`config.mk`:
```
export PLATFORM = sky130hd
export DESIGN_NAME = mips_cpu_mem_arbiter
export DESIGN_NICKNAME = d
export VERILOG_FILES = /design/src/rtl/mips_cpu_pkg.sv /design/src/rtl/mips_cpu_wait_timer.sv /design/src/rtl/mips_cpu_mem_arbiter.sv
export SDC_FILE = /design/constraint.sdc
export NUM_CORES = 1
export LEC_CHECK = 0
export CORE_MARGIN = 5
export CORE_UTILIZATION = 28
export DETAILED_ROUTE_END_ITERATION = 10
export GPL_TIMING_DRIVEN = 0
export HOLD_SLACK_MARGIN = 0.02
export PLACE_DENSITY = 0.56
export SLEW_MARGIN = 20
export SYNTH_ARGS = -nofsm -noshare
export SYNTH_HDL_FRONTEND = slang
export SYNTH_HIERARCHICAL = 1
export SYNTH_SLANG_ARGS = --single-unit
```
`constraint.sdc`:
```
create_clock -name clk -period 4 [get_ports clk]
set_input_delay 0.4 -clock clk [delete_from_list [all_inputs] [get_ports clk]]
set_output_delay 0.4 -clock clk [all_outputs]
set_load 0.01 [all_outputs]
```
`src/rtl/mips_cpu_pkg.sv`:
```
// Shared types and constants for the MIPS CPU memory-side blocks.
package mips_cpu_pkg;

  typedef enum logic [1:0] {
    IDLE,
    BUS_INSTR,
    BUS_DATA,
    RESP
  } arb_state_t;

  typedef enum logic {
    GRANT_INSTR,
    GRANT_DATA
  } grant_t;

  localparam logic [3:0] BE_WORD = 4'b1111;

  // A word access must sit on a 4-byte boundary.
  function automatic logic misaligned(input logic [31:0] addr);
    return addr[1:0] != 2'b00;
  endfunction

endpackage

```
`src/rtl/mips_cpu_wait_timer.sv`:
```
// Saturating stall counter with synchronous clear; flags the enabled cycle
// that brings the count to LIMIT. LIMIT = 0 disables expiry.
module mips_cpu_wait_timer #(
  parameter int unsigned LIMIT = 1024
) (
  input  logic clk,
  input  logic reset,
  input  logic clear,
  input  logic en,
  output logic expired
);

  localparam int unsigned CW = $clog2(LIMIT + 2);

  logic [CW-1:0] cnt;

  // Count enabled cycles, holding at LIMIT once reached.
  always_ff @(posedge clk) begin
    if (reset || clear) begin
      cnt <= '0;
    end else if (en && (cnt != CW'(LIMIT))) begin
      cnt <= cnt + 1'b1;
    end
  end

  // The current enabled cycle is the LIMIT-th one.
  assign expired = (LIMIT != 0) && en && (cnt == CW'(LIMIT - 1));

endmodule

```
`src/rtl/mips_cpu_mem_arbiter.sv`:
```
// Arbitrates the single Avalon-MM master between instruction fetch and
// load/store. One transaction at a time: latch request, run the bus cycle
// through waitrequest stalls (bounded by a timeout), acknowledge for one cycle.
module mips_cpu_mem_arbiter
  import mips_cpu_pkg::*;
#(
  parameter int unsigned TIMEOUT_CYCLES = 1024,
  parameter bit          DATA_PRIORITY  = 1'b1
) (
  input  logic        clk,
  input  logic        reset,
  input  logic        i_req,
  input  logic [31:0] i_addr,
  output logic        i_ack,
  output logic [31:0] i_rdata,
  output logic        i_err,
  input  logic        d_req,
  input  logic        d_we,
  input  logic [31:0] d_addr,
  input  logic [31:0] d_wdata,
  input  logic [3:0]  d_byteenable,
  output logic        d_ack,
  output logic [31:0] d_rdata,
  output logic        d_err,
  output logic [31:0] avm_address,
  output logic        avm_read,
  output logic        avm_write,
  output logic [31:0] avm_writedata,
  output logic [3:0]  avm_byteenable,
  input  logic [31:0] avm_readdata,
  input  logic        avm_waitrequest,
  output logic        busy
);

  arb_state_t  state, next_state;
  grant_t      grant, last_grant;
  logic        req_any, pick_data, pick_misaligned;
  logic        in_bus, bus_end, expired;
  logic [31:0] pick_addr, bus_rdata;

  mips_cpu_wait_timer #(
    .LIMIT(TIMEOUT_CYCLES)
  ) u_wait_timer (
    .clk    (clk),
    .reset  (reset),
    .clear  (!in_bus),
    .en     (in_bus && avm_waitrequest),
    .expired(expired)
  );

  // Pick the IDLE-cycle winner and decode the end of a bus cycle.
  always_comb begin
    req_any   = i_req | d_req;
    pick_data = 1'b0;
    if (d_req && !i_req) begin
      pick_data = 1'b1;
    end else if (d_req && i_req) begin
      pick_data = DATA_PRIORITY ? 1'b1 : (last_grant == GRANT_INSTR);
    end
    pick_addr       = pick_data ? d_addr : i_addr;
    pick_misaligned = misaligned(pick_addr);
    in_bus          = (state == BUS_INSTR) || (state == BUS_DATA);
    bus_end         = in_bus && (!avm_waitrequest || expired);
    bus_rdata       = (!avm_waitrequest && avm_read) ? avm_readdata : '0;
  end

  // State register.
  always_ff @(posedge clk) begin
    if (reset) begin
      state <= IDLE;
    end else begin
      state <= next_state;
    end
  end

  // Next-state logic.
  always_comb begin
    next_state = state;
    unique case (state)
      IDLE: begin
        if (req_any) begin
          if (pick_misaligned)  next_state = RESP;
          else if (pick_data)   next_state = BUS_DATA;
          else                  next_state = BUS_INSTR;
        end
      end
      BUS_INSTR, BUS_DATA: begin
        if (bus_end) next_state = RESP;
      end
      RESP:    next_state = IDLE;
      default: next_state = IDLE;
    endcase
  end

  // Registered bus outputs, responses and grant bookkeeping.
  always_ff @(posedge clk) begin
    if (reset) begin
      avm_address    <= '0;
      avm_read       <= 1'b0;
      avm_write      <= 1'b0;
      avm_writedata  <= '0;
      avm_byteenable <= '0;
      i_ack          <= 1'b0;
      i_rdata        <= '0;
      i_err          <= 1'b0;
      d_ack          <= 1'b0;
      d_rdata        <= '0;
      d_err          <= 1'b0;
      grant          <= GRANT_INSTR;
      last_grant     <= GRANT_INSTR;
    end else begin
      i_ack <= 1'b0;
      d_ack <= 1'b0;
      unique case (state)
        IDLE: begin
          if (req_any) begin
            grant <= pick_data ? GRANT_DATA : GRANT_INSTR;
            if (pick_misaligned) begin
              if (pick_data) begin
                d_ack   <= 1'b1;
                d_rdata <= '0;
                d_err   <= 1'b1;
              end else begin
                i_ack   <= 1'b1;
                i_rdata <= '0;
                i_err   <= 1'b1;
              end
            end else begin
              avm_address    <= pick_addr;
              avm_read       <= pick_data ? !d_we : 1'b1;
              avm_write      <= pick_data & d_we;
              avm_writedata  <= pick_data ? d_wdata : '0;
              avm_byteenable <= pick_data ? d_byteenable : BE_WORD;
            end
          end
        end
        BUS_INSTR, BUS_DATA: begin
          if (bus_end) begin
            avm_read  <= 1'b0;
            avm_write <= 1'b0;
            if (grant == GRANT_DATA) begin
              d_ack   <= 1'b1;
              d_rdata <= bus_rdata;
              d_err   <= avm_waitrequest;
            end else begin
              i_ack   <= 1'b1;
              i_rdata <= bus_rdata;
              i_err   <= avm_waitrequest;
            end
          end
        end
        RESP: begin
          last_grant <= grant;
        end
        default: ;
      endcase
    end
  end

  // Busy whenever a transaction is in flight.
  always_comb begin
    busy = (state != IDLE);
  end

endmodule

```
# [Word-level counts from Yosys, hierarchy flattened]
# Index checks and enable logic that the tools add are counted.
[op_classes] bitwise_logic=3 n_eq_ne=13 reduce_logical=25 mux=55 addsub=1
[ops] operator="32-bit two-way mux" count=13
[ops] operator="32-bit case mux with 2 select lines" count=2
[ops] operator="1-bit two-way mux" count=28
[ops] operator="2-bit inequality test (second input constant)" count=8
[ops] operator="1-bit case mux with 2 select lines" count=6
[ops] operator="6-bit AND reduction" count=2
[ops] operator="11-bit by 1-bit adder with 11-bit output (second input constant)" count=1
[ops] operator="11-bit by 10-bit equality test with 1-bit output (second input constant)" count=1
[ops] operator="11-bit inequality test (second input constant)" count=1
[ops] operator="2-bit two-way mux" count=4
[ops] operator="1-bit logical AND" count=7
[ops] operator="2-bit case mux with 3 select lines" count=1
[ops] operator="2-bit nonzero test" count=3
[ops] operator="2-bit equality test (second input constant)" count=2
[ops] operator="1-bit zero test" count=4
[ops] operator="4-bit two-way mux" count=1
[ops] operator="2-bit AND reduction" count=2
[ops] operator="4-bit AND reduction" count=1
[ops] operator="1-bit logical OR" count=3
[ops] operator="3-bit AND reduction" count=1
[ops] operator="2-bit by 1-bit equality test with 1-bit output (second input constant)" count=1
[ops] operator="2-bit zero test" count=1
[ops] operator="2-bit OR reduction" count=1
[ops] operator="1-bit AND" count=1
[ops] operator="2 further kinds" count=2
[word_totals] register_bits=152 elab_cells=111 input_bits=138 output_inout_bits=139

# [Longest topological paths before layout]
[logic_depth] depth_word=8 ltp_mapped=12 ltp_nobuf=9

# [Modules after synthesis]
# The synthesis kept the hierarchy.
[by_module_without_submodules] module="mips_cpu_mem_arbiter" area_each_um2=5715.5 instances=1 cells_per_inst=578 seq_area_each_um2=2822.7
[by_module_without_submodules] module="mips_cpu_wait_timer" area_each_um2=555.5 instances=1 cells_per_inst=64 seq_area_each_um2=220.2

# [Worst setup path before layout]
# Ideal clock, no wire load.
[synth_path] kind="register to register" from="register state[0]" to="register avm_read" setup_ns=0.119 path_buffers=1 arrival_time_ns=2.180 synth_period_minus_slack_ns=2.299 setup_slack_ns=1.701 stages_incl_launch_ff=11 required_ns=3.881 path_cell_list="dfxtp_1 -> inv_1 -> ha_1 -> buf_2 -> and2_4 -> nand4_1 -> nor4_1 -> inv_1 -> a21oi_2 -> or3b_1 -> mux2i_1"
[synth_between] elab_chain_cells=8 word_cells_on_any_way=15 cone_classes="eq/ne (5); mux (1); reduce/logical (9)"
[synth_lines] item="from (decl)" line="mips_cpu_mem_arbiter.sv:35" source="arb_state_t state, next_state;"
[synth_lines] item="from (signal assigned)" line="mips_cpu_mem_arbiter.sv:72" source="state <= next_state;"
[synth_lines] item="2-bit by 1-bit equality test with 1-bit output / 2-bit equality test (equally long branches)" line="mips_cpu_mem_arbiter.sv:62" source="in_bus = (state == BUS_INSTR) || (state == BUS_DATA);"
[synth_lines] item="1-bit logical OR *" line="mips_cpu_mem_arbiter.sv:62"
[synth_lines] item="1-bit logical AND *" line="mips_cpu_mem_arbiter.sv:47" source=".en (in_bus && avm_waitrequest),"
[synth_lines] item="1-bit logical AND *" line="mips_cpu_wait_timer.sv:27" source="assign expired = (LIMIT != 0) && en && (cnt == CW'(LIMIT - 1));"
[synth_lines] item="net expired" line="mips_cpu_mem_arbiter.sv:38" source="logic in_bus, bus_end, expired;"
[synth_lines] item="1-bit logical OR *" line="mips_cpu_mem_arbiter.sv:63" source="bus_end = in_bus && (!avm_waitrequest || expired);"
[synth_lines] item="1-bit logical AND *" line="mips_cpu_mem_arbiter.sv:63"
[synth_lines] item="2-bit inequality test (no source line) *"
[synth_lines] item="4-bit AND reduction (no source line) *"
[synth_lines] item="to (signal assigned)" line="mips_cpu_mem_arbiter.sv:130" source="avm_read <= pick_data ? !d_we : 1'b1;"
[synth_lines] item="to (decl)" line="mips_cpu_mem_arbiter.sv:26" source="output logic avm_read,"
# Mark *: on every way through the listed nets, which the timed path passes. The rest lies on a longest branch.
# A chain may end at the register's enable or synchronous reset.

# [Worst setup path after layout]
[layout_path] from="register state[0]" to="register i_rdata[5]"
[layout_between] elab_chain_cells=8 word_cells_on_any_way=17 cone_classes="eq/ne (7); mux (1); reduce/logical (9)"
[layout_lines] item="2-bit by 1-bit equality test with 1-bit output / 2-bit equality test (equally long branches)" line="mips_cpu_mem_arbiter.sv:62"
[layout_lines] item="1-bit logical OR *" line="mips_cpu_mem_arbiter.sv:62"
[layout_lines] item="1-bit logical AND *" line="mips_cpu_mem_arbiter.sv:47"
[layout_lines] item="1-bit logical AND *" line="mips_cpu_wait_timer.sv:27"
[layout_lines] item="net expired" line="mips_cpu_mem_arbiter.sv:38"
[layout_lines] item="1-bit logical OR *" line="mips_cpu_mem_arbiter.sv:63"
[layout_lines] item="1-bit logical AND *" line="mips_cpu_mem_arbiter.sv:63"
[layout_lines] item="2-bit inequality test (no source line) *"
[layout_lines] item="6-bit AND reduction (no source line) *"
[layout_lines] item="to (signal assigned)" line="mips_cpu_mem_arbiter.sv:147" source="i_rdata <= bus_rdata;"
[layout_lines] item="to (decl)" line="mips_cpu_mem_arbiter.sv:15" source="output logic [31:0] i_rdata,"
# Marked as above.

==> flow_metrics.env <==
export IMPL_multi_input_area_um2=2950
export IMPL_ctsLongestPathBuffers=2
export IMPL_cts_resized_gates=0
export IMPL_fmax_mhz=364.4
export IMPL_regToRegSetupSlack_ns=1.26
export IMPL_cts_root_buf="clkbuf_16"
export IMPL_critPathCaptureType="flip-flop"
export IMPL_clkPwrFrac_pct=32.4
export IMPL_drt_iter0_drc=239
export IMPL_drt_pass1_iter_count=4
export IMPL_fin_tns_setup_ns=0
export IMPL_synth_compound_area_share_pct=11.35
export IMPL_gp_congestion=0.7790
export IMPL_synth_xor_area_share_pct=0.2793
export IMPL_critical_path_class="flip-flop to flip-flop"
export IMPL_cts_sinks=152
export IMPL_ant_nets=0
export IMPL_grt_max_degree=17
export IMPL_dp_slack_ns=1.184
export IMPL_synth_nets=784
export IMPL_reg2reg_to="i_rdata[5]$_SDFFE_PP0P_"
export IMPL_n_fill_cell=2115
export IMPL_via_per_inst=4.576
export IMPL_nNetsFinal=1079
export IMPL_hold_path_class="flip-flop to flip-flop"
export IMPL_hold_viol=0
export IMPL_tritoncts="yes"
export IMPL_vias=5629
export IMPL_drt_total_wl_mm=20.93
export IMPL_ys_ff_latch=152
export IMPL_worstHoldStart="d_err$_SDFFE_PP0P_"
export IMPL_fin_ws_ns=1.256
export IMPL_min_period_ns=2.744
export IMPL_holdPathStages=2
export IMPL_fin_crit_sh_pct=68.60
export IMPL_p_sw_mw=1.611
export IMPL_hold_end="d_err$_SDFFE_PP0P_"
export IMPL_power_density_nw_per_um2=505.2
export IMPL_reg2reg_depth=12
export IMPL_cp_start_kind="flip-flop"
export IMPL_dp_cells=1198
export IMPL_drive_gt1_share_pct=8.105
export IMPL_grt_pass1_vias=5698
export IMPL_synth_area_um2=6271
export IMPL_place_port_buffers=276
export IMPL_sw_frac_of_total_pct=31.96
export IMPL_cts_max_level=4
export IMPL_relSlewSlack_pct=53.01
export IMPL_clk_pin_slew_ns=0.06
export IMPL_critPathArrivalTime_ns=3.05
export IMPL_rows=54
export IMPL_cts_hold_buffers=0
export IMPL_cp_max_fo=10
export IMPL_grt_pass1_wl_mm=32.36
export IMPL_cts_made_buffers=17
export IMPL_antenna_found_initial=0
export IMPL_yosys_area_share_simple_pct=18.81
export IMPL_status="completed"
export IMPL_fin_skew_ns=0.01408
export IMPL_netlist_instances=642
export IMPL_power_internal_mw=3.429
export IMPL_seq_area_um2=3043
export IMPL_rsz0062_at_grt="false"
export IMPL_slew_violations=0
export IMPL_rr_startpoint="state[0]$_SDFFE_PP0P_"
export IMPL_wl_per_cell_um=17.02
export IMPL_synth_mux_area_share_pct=15.80
export IMPL_initial_core_util_pct=28.56
export IMPL_setup_violations_final=0
export IMPL_peakVddDrop_v=0.0002507
export IMPL_p_comb_share_pct=33.8
export IMPL_die_area_um2=25490
export IMPL_drc=0
export IMPL_cts_setup_buffers=0
export IMPL_ys_seq_area_share_pct=48.52
export IMPL_ys_warn_count=6
export IMPL_synth_fa_ha_area_share_pct=0.7981
export IMPL_synth_top_family_by_area="simple AND/OR/NAND/NOR gates"
export IMPL_synth_cell_types=49
export IMPL_grt_use_total_pct=15.97
export IMPL_avgSynthCellArea_um2=9.768
export IMPL_syn_to_final_growth_pct=59.08
export IMPL_ios=277
export IMPL_core_um2=21960
export IMPL_grt_overflow=0
export IMPL_cap_violations=0
export IMPL_stdcell_count=1230
export IMPL_tightest_slew_ns=0.7048
export IMPL_dp_hpwl_mm=15.91
export IMPL_antenna_cells=0
export IMPL_worstPathRequired_ns=4.31
export IMPL_p_leak_nw=3.842
export IMPL_die_h_um=159.7
export IMPL_pwr_share_seq_pct=33.7
export IMPL_die_w_um=159.7
export IMPL_clock_latency_ns=0.43
==> layer usage <==
layer	share of wire [%]	vias to the layer above	global-route usage, %
met1	44	2612	19.41
li1	-	2814	-
met2	47	185	26.20
met3	8.4	18	6.598
met4	0.97	0	4.300
met5	0	-	0
==> cell type report <==
| class | count | share of cell area (%) |
|---|---|---|
| Sequential cell | 152 | 30.50 |
| Multi-Input combinational cell | 433 | 29.57 |
| Timing Repair Buffer | 276 | 27.69 |
| Clock buffer | 22 | 4.754 |
| Tap cell | 280 | 3.512 |
| Buffer | 45 | 2.333 |
| Clock inverter | 10 | 1.179 |
| Inverter | 12 | 0.4515 |
==> per-stage QoR <==
| step | area [um^2] | total power, mW | hold WS, ns | util [%] |
|---|---|---|---|---|
| after floorplan | 6271 | 2.802 | 0.4649 | - |
| after global placement | 9384 | 3.450 | 0.4623 | 42.74 |
| after detailed placement | 9384 | 3.452 | 0.4619 | 42.74 |
| after CTS | 9976 | 5.112 | 0.4710 | 45.43 |
| after global routing | 9976 | 5.301 | 0.4878 | 45.43 |
| final | 9976 | 5.040 | 0.4684 | 45.43 |
==> power groups by stage <==
stage	registers (mW)	logic, mW	clock network (mW)
after floorplan	1.77	1.03	0
after CTS	1.70	1.73	1.68
final	1.70	1.70	1.63
after global placement	1.73	1.72	0
after global routing	1.71	1.84	1.75
after detailed placement	1.73	1.72	0
==> state kept, by name (all words and copies together) (netlist names) <==
name	count
avm_address	32
avm_writedata	32
d_rdata	32
i_rdata	32
u_wait_timer/cnt	11
avm_byteenable	4
state	2
avm_read	1
avm_write	1
d_ack	1
d_err	1
grant	1
i_ack	1
i_err	1
==> critical path, stage by stage (launching register included) <==
cell and delay [ns]:
dfxtp_1 0.35, inv_1 0.05, ha_1 0.26, buf_2 0.18
and2_4 0.22, nand4_1 0.13, nor4_1 0.40, inv_1 0.14
a21oi_2 0.26, nand4b_1 0.11, buf_2 0.20, buf_6 0.18
mux2i_1 0.13
==> logic make-up (layout without fill, tap and decap cells) <==
logic type	Yosys count	in the layout
mux	99	99
fa+ha+maj	4	4
xor+xnor	2	2
compound gates	92	92
flops	152	152
simple gates	236	236
buf+inv	57	365
==> how the worst max path moves through the flow <==
stage                               start                        to  slack, ns
floorplan           state[0]$_SDFFE_PP0P_     avm_read$_SDFFE_PP0P_       1.70
global placement          avm_waitrequest  i_rdata[23]$_SDFFE_PP0P_       1.20
detailed placement        avm_waitrequest   i_rdata[5]$_SDFFE_PP0P_       1.18
CTS                 state[0]$_SDFFE_PP0P_   i_rdata[5]$_SDFFE_PP0P_       1.26
global route        state[0]$_SDFFE_PP0P_  i_rdata[28]$_SDFFE_PP0P_       1.04
finish              state[0]$_SDFFE_PP0P_   i_rdata[5]$_SDFFE_PP0P_       1.26
==> placed cells by master (no fill, tap or decap), types with 19 or more instances in the layout <==
cell type	n
a211oi_1	21
a22oi_1	31
buf_2	21
clkbuf_1	19
clkdlybuf4s50_1	276
dfxtp_1	152
mux2i_1	99
nand2_1	48
nand2b_1	68
nor2_1	83
==> synthesized netlist by cell type (all sizes together) <==
library cell	count	area [um^2]
a221oi	1	8.760
nor3b	4	35.03
or4	2	15.01
o221ai	1	8.760
o22ai	2	12.51
nand4	5	46.29
nand4b	1	8.760
nand2b	68	425.4
dfxtp	152	3043
or3	3	20.02
a21oi	11	58.81
nor4b	1	8.760
o221a	1	11.26
buf	28	168.9
mux2i	99	991.0
o21a	2	15.01
o21ai	6	33.78
inv	12	45.04
nor4	2	12.51
a211oi	31	282.8
nand2	48	180.2
nor2	83	311.6
o31ai	2	15.01
o31a	1	10.01
nor3	8	45.04
and2	2	15.02
nand3	5	25.02
clkbuf	17	63.81
and4b	1	10.01
nor2b	1	6.260
ha	4	50.05
a22oi	31	232.7
or2	1	6.260
or3b	1	8.760
a311o	1	10.01
xor2	2	17.52
a31oi	2	12.51
Note: power is estimated with default switching activity, not from simulation.
